$ cat src/rtl/padd_pkg.sv
// padd_pkg: shared mode constants, per-stage control bundle and helpers
// for pipelined_adder_n and adder_chunk.
package padd_pkg;

  localparam logic ADD = 1'b0;
  localparam logic SUB = 1'b1;

  // Control bits that travel with an operation from stage to stage.
  typedef struct packed {
    logic valid;
    logic carry;
    logic ovf;
  } stage_ctl_t;

  // Subtraction is A + ~B + 1, so borrow-in flips the slice-0 carry.
  function automatic logic eff_carry(
    input logic cin,
    input logic mode
  );
    return (mode == SUB) ? ~cin : cin;
  endfunction

endpackage

$ cat src/rtl/adder_chunk.sv
// adder_chunk: combinational CHUNK-bit ripple adder.
// Ports: a, b, cin in; s, cout, msb_cin (carry into the top bit) out.
module adder_chunk
  import padd_pkg::*;
#(
  parameter int CHUNK = 4
) (
  input  logic [CHUNK-1:0] a,
  input  logic [CHUNK-1:0] b,
  input  logic             cin,
  output logic [CHUNK-1:0] s,
  output logic             cout,
  output logic             msb_cin
);

  logic [CHUNK:0] c;

  always_comb begin
    c    = '0;
    s    = '0;
    c[0] = cin;
    for (int i = 0; i < CHUNK; i++) begin
      s[i]   = a[i] ^ b[i] ^ c[i];
      c[i+1] = (a[i] & b[i]) | (c[i] & (a[i] ^ b[i]));
    end
  end

  assign cout    = c[CHUNK];
  assign msb_cin = c[CHUNK-1];

endmodule

$ cat src/rtl/pipelined_adder_n.sv
// pipelined_adder_n: WIDTH-bit add/sub, one CHUNK-bit slice per stage,
// valid/ready both sides; define PADD_SAT_EN to saturate s on overflow.
module pipelined_adder_n
  import padd_pkg::*;
#(
  parameter int WIDTH = 16,
  parameter int CHUNK = 4
) (
  input  logic             clk,
  input  logic             rst,
  input  logic             in_valid,
  output logic             in_ready,
  input  logic [WIDTH-1:0] a,
  input  logic [WIDTH-1:0] b,
  input  logic             c_in,
  input  logic             sub,
  output logic             out_valid,
  input  logic             out_ready,
  output logic [WIDTH-1:0] s,
  output logic             c_out,
  output logic             ovf
);

  localparam int STAGES = WIDTH / CHUNK;

  logic             stall;
  logic             en;
  logic [WIDTH-1:0] b_eff;
  logic             v_q  [STAGES];
  logic             cy_q [STAGES];
  logic             ov_q [STAGES];

  assign stall    = out_valid && !out_ready;
  assign en       = !stall;
  assign in_ready = en;
  assign b_eff    = (sub == ADD) ? b : ~b;

  for (genvar k = 0; k < STAGES; k++) begin : g_st
    localparam int LO  = CHUNK * k;
    localparam int REM = WIDTH - LO - CHUNK;

    // a_in/b_in hold this slice plus the upper slices still to come.
    logic [WIDTH-LO-1:0]  a_in;
    logic [WIDTH-LO-1:0]  b_in;
    logic [LO+CHUNK-1:0]  res_nxt;
    logic [LO+CHUNK-1:0]  res_ld;
    logic [LO+CHUNK-1:0]  res_r;
    logic [CHUNK-1:0]     sum;
    logic                 c_i;
    logic                 c_o;
    logic                 c_msb;
    logic                 v_i;
    stage_ctl_t           ctl;

    if (k == 0) begin : g_head
      assign a_in    = a;
      assign b_in    = b_eff;
      assign c_i     = eff_carry(c_in, sub);
      assign v_i     = in_valid;
      assign res_nxt = sum;
    end else begin : g_body
      assign a_in    = g_st[k-1].g_op.a_r;
      assign b_in    = g_st[k-1].g_op.b_r;
      assign c_i     = cy_q[k-1];
      assign v_i     = v_q[k-1];
      assign res_nxt = {sum, g_st[k-1].res_r};
    end

    adder_chunk #(
      .CHUNK(CHUNK)
    ) u_chunk (
      .a      (a_in[CHUNK-1:0]),
      .b      (b_in[CHUNK-1:0]),
      .cin    (c_i),
      .s      (sum),
      .cout   (c_o),
      .msb_cin(c_msb)
    );

    if (REM > 0) begin : g_op
      logic [REM-1:0] a_r;
      logic [REM-1:0] b_r;

      always_ff @(posedge clk) begin
        if (en && v_i) begin
          a_r <= a_in[WIDTH-LO-1:CHUNK];
          b_r <= b_in[WIDTH-LO-1:CHUNK];
        end
      end
    end

`ifdef PADD_SAT_EN
    if (k == STAGES - 1) begin : g_sat
      // Positive overflow only when A is non-negative.
      always_comb begin
        res_ld = res_nxt;
        if (c_msb ^ c_o) begin
          res_ld = {a_in[CHUNK-1], {(WIDTH-1){~a_in[CHUNK-1]}}};
        end
      end
    end else begin : g_wrap
      assign res_ld = res_nxt;
    end
`else
    assign res_ld = res_nxt;
`endif

    // Data only loads with a valid op so bubbles leave outputs untouched.
    always_ff @(posedge clk) begin
      if (rst) begin
        ctl   <= '0;
        res_r <= '0;
      end else if (en) begin
        ctl.valid <= v_i;
        if (v_i) begin
          ctl.carry <= c_o;
          ctl.ovf   <= c_msb ^ c_o;
          res_r     <= res_ld;
        end
      end
    end

    assign v_q[k]  = ctl.valid;
    assign cy_q[k] = ctl.carry;
    assign ov_q[k] = ctl.ovf;
  end

  assign out_valid = v_q[STAGES-1];
  assign c_out     = cy_q[STAGES-1];
  assign ovf       = ov_q[STAGES-1];
  assign s         = g_st[STAGES-1].res_r;

endmodule
$ cat config.mk
export PLATFORM = sky130hd
export DESIGN_NAME = pipelined_adder_n
export DESIGN_NICKNAME = d
export VERILOG_FILES = /design/src/rtl/padd_pkg.sv /design/src/rtl/adder_chunk.sv /design/src/rtl/pipelined_adder_n.sv
export SDC_FILE = /design/constraint.sdc
export NUM_CORES = 1
export LEC_CHECK = 0
export ABC_AREA = 1
export CORE_ASPECT_RATIO = 1.4
export CORE_MARGIN = 2
export CORE_UTILIZATION = 45
export DETAILED_ROUTE_END_ITERATION = 10
export PLACE_DENSITY = 0.72
export SKIP_CTS_REPAIR_TIMING = 1
export SYNTH_ARGS = -nofsm -noshare
export SYNTH_HDL_FRONTEND = slang
export SYNTH_HIERARCHICAL = 1
export SYNTH_SLANG_ARGS = --single-unit
export TNS_END_PERCENT = 100
$ cat constraint.sdc
create_clock -name clk -period 2.5 [get_ports clk]
set_clock_uncertainty 0.2 [all_clocks]
set_input_delay 0.25 -clock clk [delete_from_list [all_inputs] [get_ports clk]]
set_output_delay 0.25 -clock clk [all_outputs]
set_load 0.02 [all_outputs]
==> results.yml <==
hold_path:
  hold_end: "g_st[2].g_op.a_r[1]$_DFFE_PP_"
  worstHoldPathCells: 0
  hold_class: "reg2reg"
  min_from: "g_st[1].g_op.a_r[5]$_DFFE_PP_"
worst_setup_path:
  crit_type: "reg2reg"
  crit_family: "adder cells"
  cp.arrival_ns: 2.41
  end_kind: "register"
  rrSetupSlack_ns: 0.12
  worst_ep_required_time_ns: 2.52
  start_kind: "register"
  cpMaxStageDelayCell: "fa_1"
  rr_endpoint: "g_st[2].res_r[11]$_SDFFE_PP0P_"
  slowest_delay_ns: 0.40
  r2r_cells: 9
  cp.buffers_inverters: 2
  reg2reg_from: "g_st[1].g_op.a_r[0]$_DFFE_PP_"
  crit_fanout: 1
  crit_chain: "fa_1 > inv_1 > fa_1 > fa_1 > inv_1 > fa_1 > nand3b_1 > nand2_1 > nor2_1"
  crit_top_cell: "fa_1"
layout:
  layout-drive-gt1-share_pct: 8.44
  area_growth_pct: 23.0
  fin_cells: 557
  fin_nets: 500
  utilization_pct: 57.0
  antenna_cells: 0
detailed_routing:
  ant_nets: 0
  vias: 2585
  drt-pass1-iter-count: 4
  drt-initial-drc-count: 125
  vias_per_cell: 4.64
  routed_wl_mm: 6.17
  drc: 0
  wire_per_inst_um: 11.1
clock_tree:
  cts_num_sinks: 97
  ctsHtreeMaxLevel: 3
  numCtsBuffers: 9
  cts_tree: "built"
  clk_pin_slew_worst_paths_ns: 0.06
  clk_latency_ns: 0.33
  root_buffer: "clkbuf_16"
  ctsLongestPathBuffers: 2
yosys:
  yosys.area_share.simple_pct: 17.4
  synthXorXnorAreaFrac_pct: 3.56
  ys_seq_area_share_pct: 57.9
  syn-mean-instance-area_um2: 10.7
  muxShareOfSynthArea_pct: 0
  syn_inst: 392
  synth_fa_ha_area_share_pct: 7.65
  synth.distinct_cells: 18
  syn_nets: 446
  synth_compound_area_share_pct: 5.74
  synth_warnings: 6
  syn_area_mm2: 0.00419
  synth_top_family_by_area: "simple AND/OR/NAND/NOR gates"
  synth-seq-cells: 97
floorplan:
  die_height_um: 118
  rows: 41
  start_util_pct: 46.4
  die-area_mm2: 0.0101
  core_mm2: 0.00903
  die_w_um: 85.5
  io_pins: 58
global_routing:
  antenna_found_initial: 0
  grt_pass1_vias: 2503
  grt_pass1_wl_mm: 10.7
  grt_overflow: 0
  grt_max_degree: 42
  track_usage_pct: 13.2
timing:
  tightest_slew_ns: 0.375
  slew_headroom_pct: 75.0
  setup_viol: 0
  rsz0062_at_grt: "false"
  final-hold-violation-count: 0
  slew_violations: 0
  clock.fmax_mhz: 420
  timing.final.crit_share_pct: 95.3
  tns_ns: 0
  post-route-min-period_ns: 2.38
placed_design:
  dpl.hpwl_mm: 4.40
  io_buffers: 57
  dp_cells: 542
  place_congestion: 0.683
power_and_ir_drop:
  leakage_nw: 2.09
  p_per_area_mw_per_mm2: 672
  worst_ir_drop_vdd_uv: 497
run_status:
  status: "completed"
run:
  maxCapViolCount: 0
## where the power goes
group / total [mW] / leakage [nW] / internal, mW / switching (mW)
Sequential: 1.80 / 0.859 / 1.77 / 0.0343
Combinational: 0.385 / 1.10 / 0.202 / 0.183
Clock: 1.27 / 0.137 / 0.758 / 0.514
Total: 3.46 / 2.09 / 2.73 / 0.731
## worst reg2reg max path, stage by stage (launching register included)
cell and delay (ns):
edfxtp_1 0.36, fa_1 0.18, inv_1 0.05, fa_1 0.38, fa_1 0.37, inv_1 0.08, fa_1 0.40, nand3b_1 0.17
nand2_1 0.07, nor2_1 0.04
## synth_stat cells
library cell,n,area (µm²)
buf_4,2,15.0
a21oi_1,48,240
fa_1,16,320
nor2_1,46,173
inv_1,40,150
inv_2,1,3.75
nand3_1,1,5.00
nand3b_1,43,323
dfxtp_1,49,981
edfxtp_1,48,1440
xor2_1,17,149
nand2_4,1,11.3
clkbuf_1,3,11.3
buf_8,1,15.0
nand2_1,54,203
buf_6,5,56.3
buf_2,15,75.1
nand2_2,2,12.5
## cell families (layout without fill, tap and decap cells)
logic type	count (synthesis)	count (layout)
compound gates	48	48
xor+xnor	17	17
fa+ha+maj	16	16
buf+inv	67	125
flops	97	97
simple gates	147	147
## worst max path at each step
stage	slack, ns	depth (start not counted)	from	endpoint
final	0.12	9	g_st[1].g_op.a_r[0]$_DFFE_PP_	g_st[2].res_r[11]$_SDFFE_PP0P_
after global routing	0.002	9	g_st[1].g_op.a_r[0]$_DFFE_PP_	g_st[2].res_r[11]$_SDFFE_PP0P_
after CTS	-0.20	11	sub	g_st[0].res_r[3]$_SDFFE_PP0P_
after detailed placement	-0.56	11	sub	g_st[0].res_r[3]$_SDFFE_PP0P_
after global placement	-0.49	11	sub	g_st[0].res_r[3]$_SDFFE_PP0P_
after floorplan	-0.06	12	sub	g_st[0].res_r[3]$_SDFFE_PP0P_
## registers in the layout (all words and copies together) (netlist names)
name / flops
g_st.c_i: 3
g_st.res_r: 24
out_valid: 1
s: 16
c_out: 1
g_st.g_op.a_r: 24
g_st.v_i: 3
ovf: 1
g_st.g_op.b_r: 24
## layout by cell type (no fill, tap or decap)
cell	Yosys	final
clkbuf_1	3	1
clkbuf_16	0	9
xor2_2	0	2
nand2_2	2	2
bufinv_16	0	1
fa_1	16	10
clkdlybuf4s50_1	0	54
inv_2	1	3
dlymetal6s2s_1	0	3
inv_1	40	38
fa_2	0	6
nand3_1	1	1
xor2_1	17	15
buf_4	2	10
dfxtp_1	49	49
nand2_4	1	1
nand3b_1	43	43
a21oi_1	48	48
clkinv_2	0	2
nand2_1	54	54
edfxtp_1	48	48
nor2_1	46	46
clkinv_1	0	2
buf_12	0	2
## final cells by class
class	count	area, µm²
flip-flops and latches	97	2420
inverters	41	154
well taps	107	134
multi-input cells	228	1470
fillers	783	3880
clock inverters	5	47.5
repair buffers	69	693
clock buffers	10	229
## through the flow
stage / hold WS, ns / instance area [µm²] / power (mW) / setup slack, ns
floorplan: 0.119 / 4220 / 2.08 / -0.0640
global placement: 0.203 / 4850 / 2.20 / -0.489
detailed placement: 0.205 / 4850 / 2.22 / -0.559
CTS: 0.218 / 5120 / 3.50 / -0.201
global route: 0.223 / 5150 / 3.63 / 0.00226
finish: 0.217 / 5150 / 3.46 / 0.116
## layer usage
metal  wire length [µm]  track usage [%]  up-vias
li1                   -                -     1365
met1               2660             15.4     1155
met2               3090             22.2       54
met3                276             3.79       11
met4                134             6.25        0
met5                  0                0        -
(Power assumes the default switching activity.)
